===== src/rtl/neo_sdram_port_arbiter.sv =====
// Arbitrates the SDRAM controller core port between the four Neo-Geo ROM requesters.
// Optional anti-starvation aging is enabled by defining NEO_ARB_STARVE_GUARD_EN.
module neo_sdram_port_arbiter #(
    parameter int ADDR_W       = 23,
    parameter int DATA_W       = 16,
    parameter int TIMEOUT      = 255,
    parameter int STARVE_LIMIT = 16
) (
    input  logic                clk,
    input  logic                reset_n,
    input  logic [3:0]          req_i,
    input  logic [3:0]          we_i,
    input  logic [4*ADDR_W-1:0] addr_i,
    input  logic [4*DATA_W-1:0] wdata_i,
    output logic [3:0]          ack_o,
    output logic [3:0]          valid_o,
    output logic [DATA_W-1:0]   rdata_o,
    output logic                req_out,
    output logic                we_out,
    output logic [ADDR_W-1:0]   addr_out,
    output logic [DATA_W-1:0]   data_out,
    input  logic                ack_in,
    input  logic                valid_in,
    input  logic [DATA_W-1:0]   data_in,
    output logic                busy,
    output logic [1:0]          grant_id,
    output logic                timeout_o
);

    typedef enum logic [1:0] {
        IDLE      = 2'd0,
        REQ       = 2'd1,
        WAIT_DATA = 2'd2
    } state_t;

    localparam logic [7:0] TIMEOUT_CNT = 8'(TIMEOUT);

    state_t      state;
    state_t      state_nxt;
    logic [7:0]  wdog;
    logic [7:0]  wdog_nxt;
    logic [1:0]  winner;
    logic        any_req;
    logic        load;
    logic        rd_done;
    logic        rd_abort;

    function automatic logic [1:0] prio_pick(input logic [3:0] mask);
        logic [1:0] idx;
        if (mask[0])      idx = 2'd0;
        else if (mask[1]) idx = 2'd1;
        else if (mask[2]) idx = 2'd2;
        else              idx = 2'd3;
        return idx;
    endfunction

    function automatic logic [3:0] onehot(input logic [1:0] idx);
        return 4'b0001 << idx;
    endfunction

    assign any_req = |req_i;

`ifdef NEO_ARB_STARVE_GUARD_EN
    logic [3:0][4:0] age;
    logic [3:0]      starved;

    always_comb begin
        starved = '0;
        for (int n = 0; n < 4; n++) begin
            starved[n] = req_i[n] && (32'(age[n]) >= 32'(STARVE_LIMIT));
        end
    end

    // Starved requesters form a higher priority class; fixed order breaks ties inside it.
    assign winner = (|starved) ? prio_pick(starved) : prio_pick(req_i);

    always_ff @(posedge clk or negedge reset_n) begin
        if (!reset_n) begin
            age <= '0;
        end else begin
            for (int n = 0; n < 4; n++) begin
                if (state == IDLE && any_req && winner == 2'(n)) begin
                    age[n] <= '0;
                end else if (req_i[n] && age[n] != 5'd31) begin
                    age[n] <= age[n] + 5'd1;
                end
            end
        end
    end
`else
    assign winner = prio_pick(req_i);
`endif

    always_comb begin
        state_nxt = state;
        wdog_nxt  = wdog;
        ack_o     = '0;
        load      = 1'b0;
        rd_done   = 1'b0;
        rd_abort  = 1'b0;
        case (state)
            IDLE: begin
                if (any_req) begin
                    load      = 1'b1;
                    state_nxt = REQ;
                end
            end
            REQ: begin
                if (ack_in) begin
                    ack_o = onehot(grant_id);
                    if (we_out) begin
                        state_nxt = IDLE;
                    end else begin
                        state_nxt = WAIT_DATA;
                        wdog_nxt  = '0;
                    end
                end
            end
            WAIT_DATA: begin
                wdog_nxt = wdog + 8'd1;
                // Data arriving on the expiry cycle still counts as a normal completion.
                if (valid_in) begin
                    rd_done   = 1'b1;
                    state_nxt = IDLE;
                end else if (wdog_nxt == TIMEOUT_CNT) begin
                    rd_abort  = 1'b1;
                    state_nxt = IDLE;
                end
            end
            default: state_nxt = IDLE;
        endcase
    end

    always_ff @(posedge clk or negedge reset_n) begin
        if (!reset_n) begin
            state <= IDLE;
            wdog  <= '0;
        end else begin
            state <= state_nxt;
            wdog  <= wdog_nxt;
        end
    end

    always_ff @(posedge clk or negedge reset_n) begin
        if (!reset_n) begin
            grant_id  <= '0;
            we_out    <= 1'b0;
            addr_out  <= '0;
            data_out  <= '0;
            valid_o   <= '0;
            rdata_o   <= '0;
            timeout_o <= 1'b0;
        end else begin
            if (load) begin
                grant_id <= winner;
                we_out   <= we_i[winner];
                addr_out <= addr_i[32'(winner)*ADDR_W +: ADDR_W];
                data_out <= wdata_i[32'(winner)*DATA_W +: DATA_W];
            end
            valid_o   <= (rd_done || rd_abort) ? onehot(grant_id) : 4'b0000;
            timeout_o <= rd_abort;
            if (rd_done) begin
                rdata_o <= data_in;
            end else if (rd_abort) begin
                rdata_o <= '1;
            end
        end
    end

    // Derived from the state register so an asynchronous reset drops them immediately.
    assign req_out = (state == REQ);
    assign busy    = (state != IDLE);

endmodule


===== config.mk =====
export PLATFORM = sky130hd
export DESIGN_NAME = neo_sdram_port_arbiter
export DESIGN_NICKNAME = d
export VERILOG_FILES = /design/src/rtl/neo_sdram_port_arbiter.sv
export SDC_FILE = /design/constraint.sdc
export NUM_CORES = 1
export LEC_CHECK = 0
export BUFFER_PORTS_ARGS = -buffer_cell sky130_fd_sc_hd__buf_2
export CORE_UTILIZATION = 30
export CTS_CLUSTER_SIZE = 10
export DETAILED_ROUTE_END_ITERATION = 12
export GPL_TIMING_DRIVEN = 0
export PLACE_DENSITY = 0.61
export SLEW_MARGIN = 20
export SYNTH_ARGS = -nofsm -noshare
export SYNTH_HDL_FRONTEND = slang
export SYNTH_SLANG_ARGS = --single-unit
export TNS_END_PERCENT = 1

===== constraint.sdc =====
create_clock -name clk -period 2.4 [get_ports clk]
set_clock_uncertainty 0.2 [all_clocks]
set_input_delay 0.48 -clock clk [delete_from_list [all_inputs] [get_ports clk]]
set_output_delay 0.48 -clock clk [all_outputs]
set_load 0.1 [all_outputs]

==> summary.txt <==
Critical path
  • CP Class: reg -> out
  • Buffers & Inverters on Critical Path: 1
  • Crit path launch type: flop
  • CP Data Required Time: around 1700 ps
  • Maximum fanout count along the critical path: 7
  • Critical path's largest stage delay: ~500 ps
  • Top Family by Delay on Critical Path: flip-flops
  • Worst-path cell chain: nand2b_1, nor2_4, buf_2
  • Data arrival at the endpoint of the critical path: ~1600 ps
  • Crit. End Element: output pin
  • CP max stage cell: sky130_fd_sc_hd__dfrtp_1

Pwr
  • PD cells: 1590 mW/mm²
  • Worst vdd ir: approximately 1.3 mV
  • Leakage: 3.16 nW
  • Final Total Pwr: roughly 9.6 mW

Routing
  • Total via count after detailed routing: around 4,200
  • Post-route antenna net violation count: 0
  • TritonRoute pass-1 iters: 4
  • Drt wl/cell: 13.9 µm
  • Vias per cell: 4.62
  • Detailed Route Iter0 Violations: 199
  • Final routed wirelength across all metal layers: approximately 13 mm
  • DRC viols: 0

Floorplan
  • Standard-cell row count: between 40 and 50
  • Area of the die: about 0.014 mm²
  • Placeable core region: 0.0134 mm²
  • Die Span X: 120 µm
  • Y dimension of the die: 120 µm
  • Starting density of the core: 31.2%
  • Num ports: around 250

Global routing
  • Global-route usage over all layers: a little under a fifth
  • Global-route congestion overflow total: 0
  • Antenna violations before repair: 0
  • Wire length of the first global-routing pass: approximately 21 mm
  • Vias in the first global route: 4,216
  • Maximum number of pins on one net before global-route repair: 38

Layout
  • Final std cells w/o fill: ~920
  • Total Nets Final: roughly 920
  • Count of filler cells inserted in the layout: between 1,000 and 1,500
  • Diode insertion count for antenna repair: 0
  • Core utilization of the finished layout: between 40% and 50%
  • Synth-to-Final Area Change: 44.3%
  • Share of post-route cells with drive strength above 1: 39.9%
  • Design Area, Final: 0.00603 mm²

Worst hold path
  • Hold WC Path Type: in -> reg

Yosys
  • Largest cells by area after synthesis: sky130_fd_sc_hd__dfrtp_1 44%, sky130_fd_sc_hd__mux2i_1 19%, sky130_fd_sc_hd__nand2_1 7.9%, sky130_fd_sc_hd__o21ai_0 5.9%, sky130_fd_sc_hd__a21oi_1 5.3%
  • Combined area of all synthesized cells: between 0.004 and 0.005 mm²
  • Synth unique cells: 33
  • Most used DFF post-synth: sky130_fd_sc_hd__dfrtp_1
  • Net Count, Synth: 660
  • Ranking of synthesized cells by instance count: 88 x sky130_fd_sc_hd__nand2_1, 80 x sky130_fd_sc_hd__mux2i_1, 73 x sky130_fd_sc_hd__dfrtp_1
  • YS warnings: 0
  • Sequential area share after synthesis: a little over two fifths
  • Syn avg cell area: approximately 9 µm²
  • Number of synthesized register bits: 73
  • Most numerous cell in the Yosys netlist: sky130_fd_sc_hd__nand2_1
  • Cell taking the most area after synthesis: sky130_fd_sc_hd__dfrtp_1
  • Area fraction of the dominant cell type after synthesis: a little over two fifths
  • Async set-reset flop share out of synthesis: 100%
  • Syn Inst Count: about 470
  • Post-synth EDFFs: 0

Placed design
  • Count of port buffers added during placement: between 200 and 250
  • Number of instances in the placed design: 900
  • Last weighted congestion value of the routability-driven placer: about 0.78
  • HPWL reported at the end of detailed placement: slightly above 10 mm
  • Place WS: -149 ps
  • Placement-stage cell area: 0.00571 mm²

Clock network
  • Number of CTS-inserted buffers: 9
  • TritonCTS clock tree: built
  • Root Driver: sky130_fd_sc_hd__clkbuf_16
  • Clock edge transition at the registers on the reported setup and hold paths: about 60 ps
  • Setup repair bufs after CTS: 0
  • Total clock sinks: 73
  • Htree depth: 3
  • Maximum number of buffers from clock root to sink: 2
  • Skew-Pair Late Insertion Delay: between 300 and 400 ps

Timing
  • Number of max-slew violations in the final report: 0
  • Part of the cycle the worst path needs: approximately 95%
  • Unrepaired setup endpoints after global routing: false
  • Final setup violating endpoints: 0
  • Hold Fails Final Rpt: 0
  • Worst Hold Slack: approximately 160 ps
  • Aggregate negative setup slack: 0 ps
  • Transition at the pin with the smallest max-transition slack: between 700 and 800 ps
  • Minimum period implied by the final worst setup slack: roughly 2300 ps
  • Max_slew headroom: between 50% and 60%
  • Worst setup slack after layout: approximately 110 ps
  • F_max: between 400 and 500 MHz

Run
  • Number of maximum-capacitance constraint violations: 0

Outcome
  • Status: finished clean
==> cell usage in the layout, fill, tap and decap left out, types with 2 or more instances in the layout <==
cell                         instances
sky130_fd_sc_hd__dfrtp_1            73
sky130_fd_sc_hd__clkbuf_16           9
sky130_fd_sc_hd__nand2_1            87
sky130_fd_sc_hd__mux2i_1            80
sky130_fd_sc_hd__xnor2_1             3
sky130_fd_sc_hd__nand2b_1            4
sky130_fd_sc_hd__clkinv_2            2
sky130_fd_sc_hd__nor2_4              3
sky130_fd_sc_hd__nand3_2            10
sky130_fd_sc_hd__a21oi_1            44
sky130_fd_sc_hd__ha_1                2
sky130_fd_sc_hd__clkinvlp_4          2
sky130_fd_sc_hd__clkbuf_1           19
sky130_fd_sc_hd__buf_2             253
sky130_fd_sc_hd__nand3_1            10
sky130_fd_sc_hd__o22ai_1             3
sky130_fd_sc_hd__inv_1               5
sky130_fd_sc_hd__o21ai_0            49
sky130_fd_sc_hd__nor2_1             50
sky130_fd_sc_hd__buf_1               7
==> worst register-to-register path, cell delays in order (launching register included) <==
cell                       delay, ps
sky130_fd_sc_hd__dfrtp_1         430
sky130_fd_sc_hd__ha_1            280
sky130_fd_sc_hd__nand3_1         180
sky130_fd_sc_hd__xnor2_1         300
sky130_fd_sc_hd__a211oi_4        100
sky130_fd_sc_hd__a31oi_1         410
sky130_fd_sc_hd__nor2_1          100
==> registers in the layout, summed over array words and instances (netlist names) <==
name	flops
data_out	16
state	2
valid_o	4
rdata_o	16
wdog	8
timeout_o	1
we_out	1
addr_out	23
grant_id	2
==> power breakdown <==
group          internal, mW  total, mW  switching (mW)
clock                 0.830       1.34           0.512
combinational          1.02       6.09            5.07
sequential             1.78       2.13           0.350
==> final timing paths <==
check	startpoint	slack, ps	cells past startpoint	end
min	data_in[4]	160	3	rdata_o[4]$_DFFE_PN0P_
max reg2reg	wdog[1]$_DFFE_PN0P_	270	6	valid_o[3]$_DFF_PN0_
min reg2reg	rdata_o[4]$_DFFE_PN0P_	290	2	rdata_o[4]$_DFFE_PN0P_
max in group asynchronous	reset_n	960	3	addr_out[4]$_DFFE_PN0P_
max	grant_id[0]$_DFFE_PN0P_	110	3	ack_o[2]
min in group asynchronous	reset_n	460	2	rdata_o[2]$_DFFE_PN0P_
==> layer usage <==
metal | track usage (%) | share of wire [%] | up-vias
li1 | - | - | 2140
met1 | 22.4 | 43 | 1935
met2 | 31.9 | 50 | 157
met3 | 3.85 | 6.1 | 5
met4 | 4.38 | 0.59 | 0
met5 | 0 | 0 | -
==> layout make-up <==
cell class,count,area [µm²],area share [%]
plain buffers,33,140,2.33
clock inverters,5,55.1,0.914
repair buffers,251,1280,21.3
clock buffers,11,243,4.03
flip-flops and latches,73,1830,30.3
multi-input cells,362,2240,37.1
inverters,6,22.5,0.374
well taps,176,220,3.65
==> kinds of logic after synthesis <==
group	count (synthesis)	share of synthesized area (%)
XOR/XNOR	4	0.839
AND/OR/NAND/NOR	173	18.5
adder cells (fa/ha/maj)	2	0.599
multiplexers	81	19.4
buffers and inverters	39	3.86
AO/OA/AOI/OAI	102	13.0
flip-flops	73	43.7
==> what timing repair did <==
item                                   in CTS  in global routing
gates resized for setup                     0                  2
hold buffers                                1                  0
endpoints found under the hold margin      36                  0
setup endpoints to repair                   0                  4
(Power assumes the default switching activity.)
